<file path="src/rtl/imem_loader.sv">
// imem_loader
// Program loader on the instruction memory write port. It receives a framed
// byte stream (LEN_LO, LEN_HI, 4*N little-endian data bytes, XOR checksum),
// packs the data into 32-bit words, and writes them sequentially starting
// at BASE_ADDR. While a load is in progress, or after a failed load, it holds
// the fetch stage stalled.
//
// Ports:
//   clk, rst            clock (rising edge); asynchronous active-high reset
//   load_req            start a session (honoured in IDLE or ERR only)
//   rx_valid, rx_data   byte stream input
//   rx_ready            byte accepted this cycle (combinational state decode)
//   imem_we/addr/wdata  instruction memory write port (registered)
//   cpu_stop            fetch stall (registered), high while busy or in ERR
//   load_done           one-cycle pulse on a successful load
//   load_err            level, high while in ERR
module imem_loader #(
    parameter int ADDR_W    = 10,
    parameter int BASE_ADDR = 0
) (
    input  logic              clk,
    input  logic              rst,
    input  logic              load_req,
    input  logic              rx_valid,
    input  logic [7:0]        rx_data,
    output logic              rx_ready,
    output logic              imem_we,
    output logic [ADDR_W-1:0] imem_addr,
    output logic [31:0]       imem_wdata,
    output logic              cpu_stop,
    output logic              load_done,
    output logic              load_err
);

    typedef enum logic [2:0] {
        S_IDLE,
        S_LEN_LO,
        S_LEN_HI,
        S_DATA,
        S_CSUM,
        S_ERR
    } state_t;

    // Word count limit: the frame may fill memory exactly, not more.
    localparam logic [16:0]       CAPACITY = 17'(1) << ADDR_W;
    localparam logic [ADDR_W-1:0] BASE     = ADDR_W'(BASE_ADDR);

    state_t              state_reg,    state_next;
    logic [7:0]          xor_reg,      xor_next;
    logic [1:0]          byte_idx_reg, byte_idx_next;
    logic [ADDR_W-1:0]   word_idx_reg, word_idx_next;
    logic [7:0]          len_lo_reg,   len_lo_next;
    logic [15:0]         len_reg,      len_next;
    logic [23:0]         buf_reg,      buf_next;
    logic                we_reg,       we_next;
    logic [ADDR_W-1:0]   addr_reg,     addr_next;
    logic [31:0]         wdata_reg,    wdata_next;
    logic                stop_reg,     stop_next;
    logic                done_reg,     done_next;
    logic                err_reg,      err_next;

    logic                accept;
    logic [15:0]         len_rx;

    assign rx_ready = (state_reg == S_LEN_LO) || (state_reg == S_LEN_HI) ||
                      (state_reg == S_DATA)   || (state_reg == S_CSUM);
    assign accept   = rx_ready && rx_valid;
    assign len_rx   = {rx_data, len_lo_reg};

    always_comb begin
        state_next    = state_reg;
        xor_next      = xor_reg;
        byte_idx_next = byte_idx_reg;
        word_idx_next = word_idx_reg;
        len_lo_next   = len_lo_reg;
        len_next      = len_reg;
        buf_next      = buf_reg;
        we_next       = 1'b0;
        addr_next     = addr_reg;
        wdata_next    = wdata_reg;
        done_next     = 1'b0;

        case (state_reg)
            S_IDLE, S_ERR: begin
                if (load_req) begin
                    state_next    = S_LEN_LO;
                    xor_next      = 8'h00;
                    byte_idx_next = 2'd0;
                    word_idx_next = '0;
                end
            end
            S_LEN_LO: begin
                if (accept) begin
                    len_lo_next = rx_data;
                    xor_next    = xor_reg ^ rx_data;
                    state_next  = S_LEN_HI;
                end
            end
            S_LEN_HI: begin
                if (accept) begin
                    len_next = len_rx;
                    xor_next = xor_reg ^ rx_data;
                    if ({1'b0, len_rx} > CAPACITY) begin
                        state_next = S_ERR;
                    end else if (len_rx == 16'd0) begin
                        state_next = S_CSUM;
                    end else begin
                        state_next = S_DATA;
                    end
                end
            end
            S_DATA: begin
                if (accept) begin
                    xor_next      = xor_reg ^ rx_data;
                    byte_idx_next = byte_idx_reg + 2'd1;
                    if (byte_idx_reg == 2'd3) begin
                        // b3 completes the word; b0..b2 sit in buf_reg
                        // with b0 in the low byte.
                        we_next       = 1'b1;
                        addr_next     = BASE + word_idx_reg;
                        wdata_next    = {rx_data, buf_reg};
                        word_idx_next = word_idx_reg + 1'b1;
                        if ((17'(word_idx_reg) + 17'd1) == {1'b0, len_reg}) begin
                            state_next = S_CSUM;
                        end
                    end else begin
                        buf_next = {rx_data, buf_reg[23:8]};
                    end
                end
            end
            S_CSUM: begin
                if (accept) begin
                    if (rx_data == xor_reg) begin
                        state_next = S_IDLE;
                        done_next  = 1'b1;
                    end else begin
                        state_next = S_ERR;
                    end
                end
            end
            default: state_next = S_IDLE;
        endcase

        // Status outputs are registered copies of the upcoming state so they
        // change in the cycle after the deciding edge.
        stop_next = (state_next != S_IDLE);
        err_next  = (state_next == S_ERR);
    end

    always_ff @(posedge clk or posedge rst) begin
        if (rst) begin
            state_reg    <= S_IDLE;
            xor_reg      <= 8'h00;
            byte_idx_reg <= 2'd0;
            word_idx_reg <= '0;
            len_lo_reg   <= 8'h00;
            len_reg      <= 16'h0000;
            buf_reg      <= 24'h000000;
            we_reg       <= 1'b0;
            addr_reg     <= '0;
            wdata_reg    <= 32'h00000000;
            stop_reg     <= 1'b0;
            done_reg     <= 1'b0;
            err_reg      <= 1'b0;
        end else begin
            state_reg    <= state_next;
            xor_reg      <= xor_next;
            byte_idx_reg <= byte_idx_next;
            word_idx_reg <= word_idx_next;
            len_lo_reg   <= len_lo_next;
            len_reg      <= len_next;
            buf_reg      <= buf_next;
            we_reg       <= we_next;
            addr_reg     <= addr_next;
            wdata_reg    <= wdata_next;
            stop_reg     <= stop_next;
            done_reg     <= done_next;
            err_reg      <= err_next;
        end
    end

    assign imem_we    = we_reg;
    assign imem_addr  = addr_reg;
    assign imem_wdata = wdata_reg;
    assign cpu_stop   = stop_reg;
    assign load_done  = done_reg;
    assign load_err   = err_reg;

endmodule

</file>
<file path="config.mk">
export PLATFORM = sky130hd
export DESIGN_NAME = imem_loader
export DESIGN_NICKNAME = d
export VERILOG_FILES = /design/src/rtl/imem_loader.sv
export SDC_FILE = /design/constraint.sdc
export NUM_CORES = 1
export LEC_CHECK = 0
export ABC_AREA = 1
export BUFFER_PORTS_ARGS = -buffer_cell sky130_fd_sc_hd__buf_2
export CAP_MARGIN = 5
export CORE_MARGIN = 2
export CORE_UTILIZATION = 50
export CTS_CLUSTER_DIAMETER = 100
export DETAILED_ROUTE_END_ITERATION = 12
export GPL_ROUTABILITY_DRIVEN = 0
export PLACE_DENSITY = 0.74
export SLEW_MARGIN = 20
export SYNTH_ARGS = -nofsm -noshare
export SYNTH_HDL_FRONTEND = slang
export SYNTH_SLANG_ARGS = --single-unit
export TNS_END_PERCENT = 50
</file>
<file path="constraint.sdc">
create_clock -name clk -period 8 [get_ports clk]
set_input_delay 0.8 -clock clk [delete_from_list [all_inputs] [get_ports clk]]
set_output_delay 0.8 -clock clk [all_outputs]
set_load 0.03 [all_outputs]
</file>
==> metrics.txt <==
starting density of the core 0.507; post-layout util 0.605; antenna cells 0; clk sink count between 100 and 150; H-tree depth 4; Warnings, synthesis 0; critical path data arrival time approximately 1.7 ns; Area Growth Syn to Fin 19.2%; I/O pin count 59; Final Skew 0.00643 ns; TritonRoute pass-1 iters 4; Net count, final roughly 670; Iter 0 DRT Violations 212; die height 106 um; period utilization 0.308; mapped cell area 5170 um^2; total CTS buffers 17; R2R depth 7; DP Wirelength 7310 um; relative slew slack 0.385; reg2reg start state_reg[2]; input/output buffers 58; max-cap viol count 0; Pwr per Cell Area between 300 and 400 nW/um^2; status completed; final count of pins violating max slew 0; pin count of the biggest net entering global routing 74; initial antenna violation count 0; die area 11200 um^2; flop-to-flop setup slack 5.57 ns; Avg Inst Size Synth ~9 um^2; first-pass GRT wire length 18500 um; Req. time, crit path 7.20 ns; VDD IR-drop max between 200 and 300 uV; Skew-Pair Late Insertion Delay ~0.5 ns; synthesis-stage register bit count 117; share of layout cells above drive strength 1 0.189; hold-fix buffers at CTS 0; vias in the first global route 3942; Congestion Overflow GR 0; CTS max path bufs 2; Vias/cell between 5 and 6; Static Leak 3.14 nW; GRT Overall Usage 0.211; Yosys cell types 33; Worst setup EP type output pin; Gate Count Post-Synth roughly 590; final hold slack 0.346 ns; register area share after synthesis 0.567; Antenna Nets Post-Route 0; CTS root buf clkbuf_8; Post-Synthesis Net Count 605; CTS tree built; core area 10200 um^2; row count 37; via count slightly above 4000; final wirelength 11000 um; Final Hold Viols 0; clk slew on worst S/H paths 0.06 ns; reg2reg end word_idx_reg[0]; Die W 106 um; post-route setup TNS 0 ns; Resize count post-CTS 0; post-CTS setup buffers 0; crit path kind register to output pin; CP Launch Type register; max FFs per register 32; Peak Freq about 400 MHz; final setup fails 0; DRC Markers 0; Period minus WS final about 2.5 ns; RSZ-0062 raised after global routing false; worst slew pin tran approximately 0.92 ns; drt wl/cell about 14 um; CP Max Fanout 8; HP Class primary input to async pin
## area by class of cell
type	instances	area [um^2]
sequential	117	2930
tap	136	170
fill	886	4030
inverter	73	277
multi-input combinational	381	1880
clock inverter	14	179
timing repair buffer	61	313
clock buffer	17	414
## critical path, cell delays in order (launching register included)
cell     delay [ns]
dfrtp_1        0.40
nor2_1         0.24
nor2_4         0.08
inv_2          0.17
nand2_2        0.09
buf_2          0.18
## cell usage in the layout, fill, tap and decap left out, types with 2 or more instances in the layout
cell | netlist | layout
nand4_1 | 8 | 8
ha_1 | 2 | 2
nor2_2 | 4 | 4
nand2_1 | 172 | 172
nand3_1 | 25 | 25
buf_2 | 6 | 58
inv_6 | 0 | 3
clkbuf_16 | 0 | 16
nor2_4 | 5 | 5
bufinv_16 | 0 | 3
clkinv_4 | 0 | 4
buf_4 | 1 | 3
o41ai_1 | 4 | 4
nor2_1 | 18 | 18
inv_1 | 64 | 63
nand3b_1 | 6 | 6
dfrtp_1 | 117 | 117
o21bai_1 | 2 | 2
inv_2 | 9 | 9
o21ai_1 | 65 | 65
xnor2_1 | 8 | 8
nand2_2 | 7 | 7
o22ai_1 | 6 | 6
clkinvlp_4 | 0 | 3
o41ai_2 | 2 | 2
o21ai_0 | 33 | 33
nor3_1 | 5 | 5
## cell families after synthesis
kind of cell,synth area share
AND/OR/NAND/NOR,0.218
AO/OA/AOI/OAI,0.127
flip-flops,0.567
buffers and inverters,0.0697
XOR/XNOR,0.0136
adder cells (fa/ha/maj),0.00484
## through the flow
step | setup WS, ns | cell area, um^2 | std cells | power [mW]
global route | 5.32 | 6160 | 799 | 2.42
detailed placement | 5.36 | 5570 | 768 | 1.53
finish | 5.54 | 6160 | 799 | 2.28
CTS | 5.52 | 6160 | 799 | 2.30
global placement | 5.43 | 5570 | 768 | 1.50
floorplan | 4.10 | 5170 | 591 | 1.37
## cell usage after synthesis, drive strengths merged
library cell  count  share of area
nand2           180           0.14
dfrtp           117           0.57
o21ai            99          0.097
inv              73          0.053
nor2             27          0.029
nand3            25          0.024
buf              10         0.0094
clkbuf           10         0.0073
nand4             8         0.0097
xnor2             8          0.014
nor3              7         0.0099
nand3b            6         0.0087
o22ai             6         0.0073
o41ai             6          0.013
a21oi             2         0.0041
ha                2         0.0048
o21bai            2         0.0029
a21boi            1         0.0015
a22o              1         0.0017
nor4              1         0.0012
## report_power, final
part	leakage [nW]	switching, mW	total, mW	internal [mW]
registers	1.56	0.105	0.867	0.762
logic	1.30	0.445	0.661	0.217
clock network	0.281	0.274	0.750	0.476
## how the worst max path moves through the flow
stage	start	end	slack, ns	cells after the start
floorplan	rst	buf_reg[0]	4.10	1
global placement	rx_valid	word_idx_reg[0]	5.43	7
detailed placement	rx_valid	word_idx_reg[0]	5.36	7
CTS	state_reg[0]	rx_ready	5.52	5
global route	state_reg[2]	word_idx_reg[0]	5.32	7
finish	state_reg[0]	rx_ready	5.54	5
## metal layers
layer  wire [um]  track usage
met1        5090        0.281
met2        5320        0.329
met3         453       0.0699
met4         151       0.0630
met5           0            0
(Power assumes the default switching activity.)
